===== config.mk =====
export PLATFORM = sky130hd
export DESIGN_NAME = stored_value_decryptor
export DESIGN_NICKNAME = d
export VERILOG_FILES = /design/src/rtl/stored_value_decryptor.sv
export SDC_FILE = /design/constraint.sdc
export NUM_CORES = 1
export LEC_CHECK = 0
export ABC_AREA = 1
export CORE_MARGIN = 8
export CORE_UTILIZATION = 25
export DETAILED_ROUTE_END_ITERATION = 6
export PLACE_DENSITY_LB_ADDON = 0.05
export SYNTH_ARGS = -nofsm -noshare
export SYNTH_HDL_FRONTEND = slang
export SYNTH_SLANG_ARGS = --single-unit

===== constraint.sdc =====
create_clock -name clk -period 2.3 [get_ports clk]
set_input_delay 0.46 -clock clk [delete_from_list [all_inputs] [get_ports clk]]
set_output_delay 0.46 -clock clk [all_outputs]
set_load 0.01 [all_outputs]

===== src/rtl/stored_value_decryptor.sv =====
// stored_value_decryptor
//   Reads one stored product from the encryptor memory, divides it by the key
//   with a sequential restoring divider (one quotient bit per clock), and
//   rotates the quotient left by ROT to recover the original number.
//   Products that cannot be a valid encryption are flagged with out_err:
//   key of zero, non-zero remainder, or a quotient that does not fit DATA_W.
//
// Ports
//   clk, rst_n    rising-edge clock, asynchronous active-low reset
//   start         request a decrypt (sampled only while idle)
//   addr, key     memory entry and decryption key, latched with start
//   rd_sel        one-hot memory read select, entry n -> bit DEPTH-1-n
//   rd_data       memory read data (combinational from rd_sel)
//   busy          high whenever not idle
//   out_valid     result valid, held until out_ready
//   out_ready     consumer accepts the result
//   out_num       recovered number (0 when out_err)
//   out_err       result is not a valid encryption
//   err_count     (only with DEC_ERRCNT_EN defined) saturating count of
//                 accepted results that carried out_err
//
// Build option: define DEC_ERRCNT_EN to add the err_count output.

module stored_value_decryptor #(
  parameter int DATA_W = 4,
  parameter int PROD_W = 8,
  parameter int ROT    = 2,
  parameter int DEPTH  = 16
) (
  input  logic                     clk,
  input  logic                     rst_n,
  input  logic                     start,
  input  logic [$clog2(DEPTH)-1:0] addr,
  input  logic [DATA_W-1:0]        key,
  output logic [DEPTH-1:0]         rd_sel,
  input  logic [PROD_W-1:0]        rd_data,
  output logic                     busy,
  output logic                     out_valid,
  input  logic                     out_ready,
  output logic [DATA_W-1:0]        out_num,
  output logic                     out_err
`ifdef DEC_ERRCNT_EN
  ,
  output logic [7:0]               err_count
`endif
);

  localparam int ADDR_W = $clog2(DEPTH);
  localparam int CNT_W  = $clog2(PROD_W + 1);
  localparam logic [CNT_W-1:0]  LAST_ITER = CNT_W'(PROD_W - 1);
  localparam logic [DEPTH-1:0]  SEL_MSB   = {1'b1, {(DEPTH-1){1'b0}}};

  typedef enum logic [1:0] {S_IDLE, S_FETCH, S_DIVIDE, S_DONE} state_e;

  // Left rotate by ROT; written as a bit loop so ROT==0 degenerates cleanly.
  function automatic logic [DATA_W-1:0] rotl(input logic [DATA_W-1:0] v);
    logic [DATA_W-1:0] r;
    r = '0;
    for (int i = 0; i < DATA_W; i++) r[(i + ROT) % DATA_W] = v[i];
    return r;
  endfunction

  state_e              state_q, state_d;
  logic [ADDR_W-1:0]   addr_q, addr_d;
  logic [DATA_W-1:0]   key_q, key_d;
  logic [PROD_W-1:0]   div_q, div_d;
  logic [DATA_W:0]     rem_q, rem_d;
  logic [PROD_W-1:0]   quo_q, quo_d;
  logic [CNT_W-1:0]    cnt_q, cnt_d;
  logic                out_valid_q, out_valid_d;
  logic [DATA_W-1:0]   out_num_q, out_num_d;
  logic                out_err_q, out_err_d;

  // One restoring step: shift the next dividend bit into the remainder and
  // subtract the key when it fits. The extra top bit keeps the shifted
  // remainder exact before the compare.
  logic [DATA_W+1:0]   rem_sh;
  logic [DATA_W+1:0]   key_ext;
  logic                q_bit;
  logic [DATA_W:0]     rem_next;
  logic [PROD_W-1:0]   quo_next;
  logic                bad_result;

  always_comb begin
    rem_sh     = {rem_q, div_q[PROD_W-1]};
    key_ext    = {2'b00, key_q};
    q_bit      = (rem_sh >= key_ext);
    rem_next   = q_bit ? (DATA_W+1)'(rem_sh - key_ext) : (DATA_W+1)'(rem_sh);
    quo_next   = PROD_W'({quo_q, q_bit});
    bad_result = (rem_next != '0) || (quo_next[PROD_W-1:DATA_W] != '0);
  end

  always_comb begin
    state_d     = state_q;
    addr_d      = addr_q;
    key_d       = key_q;
    div_d       = div_q;
    rem_d       = rem_q;
    quo_d       = quo_q;
    cnt_d       = cnt_q;
    out_valid_d = out_valid_q;
    out_num_d   = out_num_q;
    out_err_d   = out_err_q;
    rd_sel      = '0;
    case (state_q)
      S_IDLE: begin
        if (start) begin
          addr_d  = addr;
          key_d   = key;
          state_d = S_FETCH;
        end
      end
      S_FETCH: begin
        rd_sel = SEL_MSB >> addr_q;
        if (key_q == '0) begin
          // Division by zero is reported right away without dividing.
          out_valid_d = 1'b1;
          out_err_d   = 1'b1;
          out_num_d   = '0;
          state_d     = S_DONE;
        end else begin
          div_d   = rd_data;
          rem_d   = '0;
          quo_d   = '0;
          cnt_d   = '0;
          state_d = S_DIVIDE;
        end
      end
      S_DIVIDE: begin
        div_d = div_q << 1;
        rem_d = rem_next;
        quo_d = quo_next;
        cnt_d = cnt_q + 1'b1;
        if (cnt_q == LAST_ITER) begin
          out_valid_d = 1'b1;
          out_err_d   = bad_result;
          out_num_d   = bad_result ? '0 : rotl(quo_next[DATA_W-1:0]);
          state_d     = S_DONE;
        end
      end
      S_DONE: begin
        if (out_ready) begin
          out_valid_d = 1'b0;
          state_d     = S_IDLE;
        end
      end
      default: state_d = S_IDLE;
    endcase
  end

  always_ff @(posedge clk or negedge rst_n) begin
    if (!rst_n) begin
      state_q     <= S_IDLE;
      addr_q      <= '0;
      key_q       <= '0;
      div_q       <= '0;
      rem_q       <= '0;
      quo_q       <= '0;
      cnt_q       <= '0;
      out_valid_q <= 1'b0;
      out_num_q   <= '0;
      out_err_q   <= 1'b0;
    end else begin
      state_q     <= state_d;
      addr_q      <= addr_d;
      key_q       <= key_d;
      div_q       <= div_d;
      rem_q       <= rem_d;
      quo_q       <= quo_d;
      cnt_q       <= cnt_d;
      out_valid_q <= out_valid_d;
      out_num_q   <= out_num_d;
      out_err_q   <= out_err_d;
    end
  end

  assign busy      = (state_q != S_IDLE);
  assign out_valid = out_valid_q;
  assign out_num   = out_num_q;
  assign out_err   = out_err_q;

`ifdef DEC_ERRCNT_EN
  logic [7:0] err_count_q, err_count_d;

  // Counts only results the consumer actually took; sticks at 8'hFF.
  always_comb begin
    err_count_d = err_count_q;
    if ((state_q == S_DONE) && out_ready && out_err_q && (err_count_q != 8'hFF))
      err_count_d = err_count_q + 8'd1;
  end

  always_ff @(posedge clk or negedge rst_n) begin
    if (!rst_n) err_count_q <= 8'd0;
    else        err_count_q <= err_count_d;
  end

  assign err_count = err_count_q;
`endif

endmodule


==> metrics.txt <==
status finished, final reports clean; Max clock buf depth 2; Worst slew margin 0.643; CTS Buf Count 5; ys flop type dfrtp_1; antenna-violating nets left 0; clk_lat worst skew about 0.28 ns; fmax approximately 480 MHz; Avg WL per Cell roughly 13 um; min Tclk post-route 2.10 ns; largest net degree at the start of global routing a little over 40; Worst Tran Pin Value between 0.5 and 0.6 ns; Synthesized Nets roughly 290; diode count 0; largest family of logic cells by synthesized area simple AND/OR/NAND/NOR gates; CP bufs+invs 4; Worst VDD drop between 300 and 400 uV; H-tree depth 2; CTS root buffer clkbuf_8; Tot Pwr ~0.0036 W; Die X between 100 and 150 um; Initial DRC Count 66; postcts setup bufs 0; Initial Util 0.253; grt ovf 0; post-synthesis compound-gate area fraction 0.124; Synth Register Bits 40; adder-cell share of the synthesized area 0.0671; CTS tree built; num rows 34; Syn Area/Cell approximately 8.3 um^2; antenna violations before repair 0; EDFF count, synth 0; RePlAce Congestion approximately 0.73; Final setup viols 0; chip height between 100 and 150 um; gr busiest metal met2; final hold vios 0; crit-path leading delay family buffers and inverters; Detailed Routing Iterations Pass 1 4; dpl hpwl around 4.3 mm; CP max-delay cell clkdlybuf4s50_1; number of global-route vias before repair between 1,500 and 2,000; Sinks on Clock Net 40; pwr/cell area about 1300 nW/um^2; Synth Cell Area approximately 2200 um^2; via count 1,841; LEAKAGE approximately 1.4 nW; Slew Limit Fails 0; startpoint types flip-flop; sequential fraction of the synthesis area 0.463; M3 GR Usage 0.0242; Area contributors post-synth dfrtp_1 (46%), nand2_1 (8.3%), nand3_1 (6.5%); drt drc 0; crit-path max FO 4; synth warn 0; count leader, synth nand2_1; critical path type reg -> out; skew final just under 0.005 ns; worst path arrival time ~1.6 ns; Setup crit end kind output pin; Die Area 11,900 um^2; Ports 43; met2 usage 0.169; Netlist cell types 32; commonest cells in the synthesized netlist nand2_1 (48), dfrtp_1 (40), inv_1 (36), nand3_1 (28), nor2_1 (27); area fraction of the dominant cell type after synthesis 0.463; unrepaired setup endpoints after global routing false; Total GRT Usage 0.101; crit-path most repeated cell inv_1; cell taking the most area after synthesis dfrtp_1; Tcrit/Tclk final 0.915; CORE AREA roughly 8600 um^2; clock-pin slew of the registers on the worst-case setup and hold paths about 0.08 ns; WP data required 1.84 ns; XOR/XNOR Fraction of Synth Area 0.00810; Final nets 340; setup slack, reg-to-reg 0.25 ns; Via density 4.40; ys async rst share 1.00; total of max-cap violations 0; Sum Neg Setup Slack 0 ns; M1 GR Usage 0.127; slowest stage delay, CP around 0.53 ns; first-pass GRT wire length 9.56 mm; DRT Wirelength between 5 and 6 mm; multiplexer share of the synthesized area 0.0104; Cells after Synth 260; layout cells sized above 1 0.106; Hold WC Path Type in -> async; area grow syn2layout 29.6%; IO buf count 42; Synth Area in Simple Gates 0.253; crit-path cells inv_1, buf_4, ha_1, inv_1, clkdlybuf4s50_1
-- path summary, 6_finish.rpt --
kind / from / cells past startpoint / end
max in group asynchronous: rst_n / 2 / rem_q[2]
setup reg to reg: div_q[7] / 12 / out_err
hold reg to reg: out_num[0] / 2 / out_num[0]
min in group clk: out_num[0] / 2 / out_num[0]
hold / removal: rst_n / 2 / key_q[2]
setup / recovery: state_q[1] / 5 / busy
-- placed cells by master, fill, tap and decap left out --
master	instances
o21ai_2	2
nor2_1	27
nor3_1	1
nand3_1	28
nand2_1	47
mux2_2	2
nand2_4	1
o21ai_0	7
o21a_1	2
dlygate4sd2_1	16
or2_4	1
o31ai_1	1
o22ai_1	6
inv_1	36
nand3b_1	1
buf_2	1
o211ai_1	1
clkbuf_1	2
inv_2	1
clkdlybuf4s50_1	25
fa_1	1
buf_4	5
a21oi_1	13
nand2_2	6
nor2_2	5
clkbuf_8	6
o311ai_0	1
o21ai_1	2
nand3_2	1
a21o_1	1
dfrtp_1	40
xor2_1	2
o221ai_1	5
ha_1	10
nor2_4	2
a31oi_1	2
-- state kept, by name, indices dropped and copies added (netlist names) --
signal / flops
key_q: 4
addr_q: 4
state_q: 2
div_q: 8
out_err: 1
rem_q: 5
out_num: 4
quo_q: 7
cnt_q: 4
out_valid: 1
-- area by class of cell --
cell class	count	area, um^2
Clock buffer	8	90.1
Fill cell	943	5750
Inverter	37	139
Multi-Input combinational cell	178	1000
Sequential cell	40	1000
Tap cell	108	135
Timing Repair Buffer	47	433
-- per-stage QoR --
stage               hold slack, ns  std cells  cell area (um^2)  utilization  setup WS (ns)
finish                       0.240        418              2800        0.328          0.196
global route                 0.273        418              2800        0.328         0.0550
CTS                          0.256        418              2800        0.328          0.164
detailed placement           0.471        410              2730        0.319          0.123
global placement             0.466        410              2730        0.319          0.125
floorplan                    0.164        260              2160            -          0.403
-- kinds of logic (layout without fill, tap and decap cells) --
| kind of cell | Yosys count | in the layout |
|---|---|---|
| and+or+nand+nor | 120 | 120 |
| DFF | 40 | 40 |
| AOI/OAI and AO/OA | 43 | 43 |
| xor gates and xnor gates | 2 | 2 |
| adders and majority gates | 11 | 11 |
| buffers and inverters | 42 | 92 |
| muxes | 2 | 2 |
-- report_power, final --
part	leakage [nW]	total (W)	internal, W	switching, W
registers	0.504	0.00114	0.000967	0.000176
logic	0.810	0.00194	0.000726	0.00121
clock network	0.0455	0.000483	0.000245	0.000238
-- layer usage --
metal / wire length, um / vias to the layer above
li1: - / 950
met4: 31 / 0
met5: 0 / -
met1: 2640 / 860
met2: 2590 / 29
met3: 218 / 2
-- timing repair --
| action | in CTS | in global routing |
|---|---|---|
| setup endpoints to repair | 16 | 0 |
| hold buffers | 0 | 0 |
| gates resized for setup | 18 | 0 |
Note: power is estimated with default switching activity, not from simulation.
